--- config.mk ---
export PLATFORM = sky130hd
export DESIGN_NAME = seg_scan
export DESIGN_NICKNAME = d
export VERILOG_FILES = /design/src/rtl/seg_scan.sv
export SDC_FILE = /design/constraint.sdc
export NUM_CORES = 1
export LEC_CHECK = 0
export CAP_MARGIN = 20
export CORE_MARGIN = 5
export CORE_UTILIZATION = 30
export DETAILED_ROUTE_END_ITERATION = 7
export PLACE_DENSITY = 0.54
export RECOVER_POWER = 25
export SYNTH_ARGS = -nofsm -noshare
export SYNTH_HDL_FRONTEND = slang
export SYNTH_SLANG_ARGS = --single-unit
--- constraint.sdc ---
create_clock -name clk -period 3.4 [get_ports clk]
set_input_delay 0.85 -clock clk [delete_from_list [all_inputs] [get_ports clk]]
set_output_delay 0.85 -clock clk [all_outputs]
set_load 0.02 [all_outputs]
--- src/rtl/seg_scan.sv ---
// seg_scan: 8-digit seven-segment scan controller with double-buffered display data.
// Latency: num/seg/frame_done registered, updated together on the tick edge; loads show from next frame.
// Backpressure: none; load is a one-cycle strobe that is always accepted (last load in a frame wins).
// Optional feature: define SEG_SCAN_LZB_EN to enable leading-zero blanking.

module seg_scan #(
  parameter int CLK_DIV = 100000
) (
  input  logic        clk,
  input  logic        rst_n,
  input  logic        load,
  input  logic [31:0] value,
  input  logic [7:0]  dp_in,
  input  logic [7:0]  digit_en,
  output logic [2:0]  num,
  output logic [7:0]  seg,
  output logic        frame_done
);

  localparam int PW = $clog2(CLK_DIV);
  localparam logic [PW-1:0] PMAX = PW'(CLK_DIV - 1);

  logic [PW-1:0] pcnt;
  logic          tick;
  logic          wrap;
  logic [2:0]    num_nxt;

  logic [31:0]   pend_val;
  logic [7:0]    pend_dp;
  logic [31:0]   act_val;
  logic [7:0]    act_dp;
  logic [31:0]   act_val_nxt;
  logic [7:0]    act_dp_nxt;

  logic [3:0]    nib;
  logic [7:0]    seg_nxt;

  // Active-low g..a pattern for one hex nibble.
  function automatic logic [6:0] hex7(input logic [3:0] h);
    logic [6:0] p;
    case (h)
      4'h0: p = 7'h40;
      4'h1: p = 7'h79;
      4'h2: p = 7'h24;
      4'h3: p = 7'h30;
      4'h4: p = 7'h19;
      4'h5: p = 7'h12;
      4'h6: p = 7'h02;
      4'h7: p = 7'h78;
      4'h8: p = 7'h00;
      4'h9: p = 7'h10;
      4'hA: p = 7'h08;
      4'hB: p = 7'h03;
      4'hC: p = 7'h46;
      4'hD: p = 7'h21;
      4'hE: p = 7'h06;
      default: p = 7'h0E;
    endcase
    return p;
  endfunction

  assign tick    = (pcnt == PMAX);
  assign wrap    = tick && (num == 3'd7);
  assign num_nxt = num + 3'd1;

  // Active buffer as it will be after this edge; a load on the boundary bypasses pending.
  always_comb begin
    act_val_nxt = act_val;
    act_dp_nxt  = act_dp;
    if (wrap) begin
      act_val_nxt = load ? value : pend_val;
      act_dp_nxt  = load ? dp_in : pend_dp;
    end
  end

`ifdef SEG_SCAN_LZB_EN
  logic [7:0] keep;

  // A digit is kept if it or any higher digit has a non-zero nibble or a lit dp; digit 0 always kept.
  always_comb begin
    keep    = '0;
    keep[7] = (act_val_nxt[31:28] != 4'h0) || act_dp_nxt[7];
    for (int i = 6; i >= 0; i--) begin
      keep[i] = keep[i+1] || (act_val_nxt[i*4 +: 4] != 4'h0) || act_dp_nxt[i];
    end
    keep[0] = 1'b1;
  end
`endif

  // Segment pattern for the digit that becomes current on the next tick.
  always_comb begin
    nib     = act_val_nxt[{num_nxt, 2'b00} +: 4];
    seg_nxt = {~act_dp_nxt[num_nxt], hex7(nib)};
    if (!digit_en[num_nxt]) begin
      seg_nxt = 8'hFF;
    end
`ifdef SEG_SCAN_LZB_EN
    if (!keep[num_nxt]) begin
      seg_nxt = 8'hFF;
    end
`endif
  end

  // Prescaler: one tick every CLK_DIV cycles.
  always_ff @(posedge clk or negedge rst_n) begin
    if (!rst_n) begin
      pcnt <= '0;
    end else if (tick) begin
      pcnt <= '0;
    end else begin
      pcnt <= pcnt + 1'b1;
    end
  end

  // Pending buffer takes every load; active buffer refreshes only at the frame boundary.
  always_ff @(posedge clk or negedge rst_n) begin
    if (!rst_n) begin
      pend_val <= '0;
      pend_dp  <= '0;
      act_val  <= '0;
      act_dp   <= '0;
    end else begin
      if (load) begin
        pend_val <= value;
        pend_dp  <= dp_in;
      end
      act_val <= act_val_nxt;
      act_dp  <= act_dp_nxt;
    end
  end

  // Digit index, segments and frame pulse all move on the same rising edge.
  always_ff @(posedge clk or negedge rst_n) begin
    if (!rst_n) begin
      num        <= 3'd0;
      seg        <= 8'hFF;
      frame_done <= 1'b0;
    end else begin
      frame_done <= wrap;
      if (tick) begin
        num <= num_nxt;
        seg <= seg_nxt;
      end
    end
  end

endmodule

======== Word level (Yosys, flattened, before mapping) ========
Memory sizes are Yosys's and may differ from the RTL's.
Index checks and enable logic that the tools add are counted.
storage, ports and cells
  register bits after elaboration ......... 109
  bits in read-only memories .............. 112
  input port bits ......................... 51
  word-level logic and storage cells ...... 27
  memories kept ........................... 1
memory list
  memory           words  width  rd ports  clocked after memory_dff  wr ports  line  text
  (no name shown)  16     7      1         0                         0         41    case (h)
operators by class
  $add $sub $neg .......................... 2
  magnitude comparators ................... 1
  equal/unequal tests ..................... 2
  shift operators ......................... 1
  multiplexer cells ....................... 10
  bitwise logic cells ..................... 1
  reductions and logical operators ........ 1
operators with widths
  operator                                                     count
  2-to-1 mux 32 bit                                            2
  indexed part select 32 x 6 -> 4 bit                          1
  2-to-1 mux 8 bit                                             3
  adder 17 x 1 -> 17 bit (second input constant)               1
  equality test 17 bit (second input constant)                 1
  2-to-1 mux 17 bit                                            1
  binary-select mux 1 bit (select 3 bit)                       2
  less-than comparator 3 x 4 -> 1 bit (second input constant)  1
  adder 3 x 1 -> 3 bit (second input constant)                 1
  equality test 3 bit (second input constant)                  1
  2-to-1 mux 1 bit                                             2
  logical AND 1 bit                                            1
  inverter 1 bit                                               1

======== Longest topological paths before layout ========
Gate-level depths: netlist (run 1).
  depth after elaboration ................. 7
  mapped depth ............................ 16
  gate-level depth less buffers ........... 14

======== Least setup slack after synthesis (run 1) ========
No wires, ideal clock.
  kind .................................... input to register
  start point ............................. in load
  end point ............................... reg seg[0]
  data arrival time ....................... 3.548 ns
  data required time ...................... 3.314 ns
  path slack .............................. -0.234 ns
  stages on the path ...................... 10
  path buffers ............................ 2
  path through ............................ buf_1 -> clkbuf_1 -> mux2_2 -> mux4_2 -> a22oi_1 -> o21ai_1 -> ha_1 -> or3_1 -> mux2i_1 -> a221oi_2
between the ends
  longest elaborated chain between the ends .. 5
ends and longest elaborated chain
  element                              line  text
  from (decl)                          11    input logic load,
  2-to-1 mux 32 bit                    n/a
  2-to-1 mux 32 bit                    70    if (wrap) begin
  indexed part select 32 x 6 -> 4 bit  92    nib = act_val_nxt[{num_nxt, 2'b00} +: 4];
  memory read (16 x 7 bit)             n/a
  2-to-1 mux 8 bit                     94    if (!digit_en[num_nxt]) begin
  to (signal assigned)                 142   seg <= seg_nxt;
  to (decl)                            16    output logic [7:0] seg,
Every way passes these cells.
A chain may end at the register's enable or synchronous reset.

======== Worst setup path in the final report (run 1) ========
  start point ............................. reg pcnt[11]
  end point ............................... reg seg[5]
between the ends
  longest elaborated chain between the ends .. 6
ends and longest elaborated chain
  element                              line  text
  from (decl)                          23    logic [PW-1:0] pcnt;
  from (signal assigned)               111   pcnt <= pcnt + 1'b1;
  equality test 17 bit                 62    assign tick = (pcnt == PMAX);
  logical AND 1 bit                    63    assign wrap = tick && (num == 3'd7);
  2-to-1 mux 32 bit                    70
  named net act_val_nxt[6]             32    logic [31:0] act_val_nxt;
  indexed part select 32 x 6 -> 4 bit  92
  memory read (16 x 7 bit)             n/a
  2-to-1 mux 8 bit                     94
The timed path passes the listed nets, and every way through them passes these cells.

==> metrics.cfg, run 1 <==
[power]
power_mw = 2.55
power.density_mw_per_mm2 = 384
p_comb_share_pct = 7.2
power_leakage_nw = 2.87
power_switching_uw = 585
ir_drop_v = 0.000233
swShare_pct = 22.9
pwr-share-seq_pct = 53.0
intPower_mw = 1.97
clockPowerShare_pct = 39.8

[critical_path]
r2r-end = seg[5]
required_ns = 3.68
r2r_cells = 10
crit_type = flip-flop to flip-flop
cp-end-kind = flip-flop
crit_family = simple AND/OR/NAND/NOR gates
startpoint_type = flip-flop
path_cells = or4b_4, nor4_4, nand2_2, clkinv_4, buf_4, mux2_2, o32a_2, and4_2, or3_1, a31oi_1
crit_fanout = 6
r2r_start = pcnt[11]
max_stage_delay_ns = 0.56
slowest_stage = or4b_4
crit_arrival_ns = 3.64
reg2reg_setup_slack_ns = 0.05
crit_buf_inv = 2

[clock_network]
cts_hold_buf = 0
cts-root-buf = clkbuf_16
clkTransAtPathRegs_ns = 0.08
cts_tree = yes
clkSinkCount = 109
cts_made_buffers = 9
clk_latency_ns = 0.35
cts_max_level = 3
cts_buffer_depth = 2

[global_routing]
grt_pass1_wl_mm = 19.1
antenna_found_initial = 0
overflow = 0
grt_usage_pct = 12.1
grt_pass1_vias = 3727
grt_max_degree = 57

[placement]
placed_area_mm2 = 0.00619
hpwlAfterDp_mm = 8.24
port_buffers = 62
place_inst = 731
place_ws_ns = 0.0226
place.gp.congestion = 0.819

[logic_synthesis]
synthTopCellsByCount = dfrtp_1 (101), nand2_1 (85), mux2_2 (54)
yosys_warnings = 0
synth.avg_cell_area_um2 = 11.8
ys_ff_latch = 109
synth_edf_count = 0
synth.most_common_cell = dfrtp_1
async_flop_share_pct = 100
synthTopCellsByArea = dfrtp_1 (49%), mux2_2 (12%), nand2_1 (6.2%)
synth_cell_type_count = 51
netlist.area_leader.share_pct = 48.8
yosys.area.top_type = dfrtp_1
syn_inst = 441
seq_area_frac_synth_pct = 52.8
synth-main-ff-cell = dfrtp_1
syn-num-nets = 501
synth_area_mm2 = 0.00518

[floorplan]
io_pins = 63
die_area_mm2 = 0.0200
die_height_um = 141
num_rows = 48
initial_core_util_pct = 30.3
die_w_um = 141
core_area_mm2 = 0.0171

[route]
drt_wl_total_mm = 11.9
avgViaCountPerCell = 4.63
ant_nets = 0
drt_iter0_markers = 145
first_pass_iters = 4
routedWlPerCell_um = 15.7
vias = 3516
drc = 0

[status]
status = finished clean

[cells_and_area]
syn_to_final_growth_pct = 28.3
final_core_util_pct = 38.9
final-instance-count-excl-fill = 759
antenna_cells = 0
final_area_mm2 = 0.00665
layout-drive-gt1-share_pct = 29.4
nets = 589
fill_cells = 1654

[timing]
drv_slew = 0
rsz0062_at_grt = yes
fin_ws_ns = 0.0475
hold_violations = 0
tightest_slew_ns = 1.41
min_period_ns = 3.35
fin_crit_sh_pct = 98.6
timing.hold.ws_ns = 0.476
tns_ns = 0
setup-violations-final = 0
relSlewSlack_pct = 5.82
fmaxAchievable_ghz = 0.298
finalClockSkew_ns = 0.00956

[worst_hold_path]
min_path_cells = 2
min_to = act_val[0]
min_path_type = flip-flop to flip-flop
hold_path.startpoint = act_val[0]

[job]
drv_cap = 0

layer usage:
layer	global-route usage, %	vias up	share of wire [%]
met3	3.57	12	4.6
met1	14.9	1738	44
met5	0	-	0
met4	3.94	0	1.2
met2	20.6	70	50
li1	-	1696	-
area by class of cell:
class | count | area (um2) | share of cell area [%]
clock buffers | 10 | 239 | 3.59
clock inverters | 6 | 46.3 | 0.696
inverters | 15 | 61.3 | 0.922
multi-input cells | 297 | 2340 | 35.2
flip-flops and latches | 109 | 2740 | 41.2
well taps | 225 | 282 | 4.23
repair buffers | 97 | 942 | 14.2
power by group through the flow:
stage	logic [mW]	clock network, mW	registers, mW
finish	0.183	1.02	1.35
global route	0.205	1.10	1.36
CTS	0.192	1.05	1.35
detailed placement	0.191	0	1.38
global placement	0.186	0	1.38
floorplan	0.0778	0	1.38
flip-flops by register name, indices dropped and copies added, names as in the netlist:
name and flops:
pend_dp 8, frame_done 1, act_dp 8, seg 8
pcnt 17, pend_val 32, num 3, act_val 32
worst max-delay path by stage:
| stage | startpoint | endpoint | slack (ns) | cells past startpoint |
|---|---|---|---|---|
| 2_1_floorplan | load | seg[0] | 0.06 | 10 |
| 3_3_place_gp | load | seg[4] | 0.05 | 10 |
| 3_5_place_dp | value[21] | seg[5] | 0.02 | 11 |
| 4_1_cts | pcnt[0] | seg[5] | 0.05 | 15 |
| 5_1_grt | pcnt[11] | seg[6] | -0.12 | 14 |
| 6_report | pcnt[11] | seg[5] | 0.05 | 10 |
placed cells by master, fill, tap and decap left out, types with 2 or more instances in the layout:
master,count
clkdlybuf4s50_1,60
o211ai_1,2
nand4bb_1,2
nand3_1,13
or2_2,4
xor2_1,8
dfstp_2,8
inv_1,12
mux4_2,13
nand2b_1,2
clkinvlp_4,2
clkbuf_16,11
buf_12,3
a31oi_1,5
a22o_1,2
ha_2,2
nor2_1,27
mux2i_1,9
clkinv_4,2
nand4_1,2
mux2_2,54
ha_1,6
inv_2,2
a21oi_1,4
buf_4,29
a221oi_2,2
xnor2_1,8
mux2i_2,3
nand2_1,85
and2_1,3
inv_6,2
and3_1,3
o21ai_0,7
or3_1,7
mux2_1,2
dfrtp_1,101
logic make-up (layout without fill, tap and decap cells):
family                   after synthesis  count (layout)  synth area share, %
multiplexers                          81              81                 20.1
buffers and inverters                 35             128                 2.97
flip-flops                           109             109                 52.8
XOR/XNOR                              16              16                 2.70
AO/OA/AOI/OAI                         34              34                 5.07
adder cells (fa/ha/maj)                9               9                 2.17
AND/OR/NAND/NOR                      157             157                 14.1
tightest hold or removal path, delay by kind of cell, from the launching register on:
family        cells  cell delay, ns
flops             1            0.34
simple gates      2            0.10
timing repair:
| action | 4_1_cts | 5_1_grt |
|---|---|---|
| resized for setup | 0 | 19 |
| endpoints found under the setup margin | 0 | 6 |
| buffers inserted | 0 | 10 |
No activity file was read; power rests on OpenSTA's default activity.
==> inputs of run 2 (changes only) <==
Settings changed: SLEW_MARGIN from default to 5.
==> results of run 2 <==
Same layout as run 1: the final DEF is identical, and so are final timing and power.
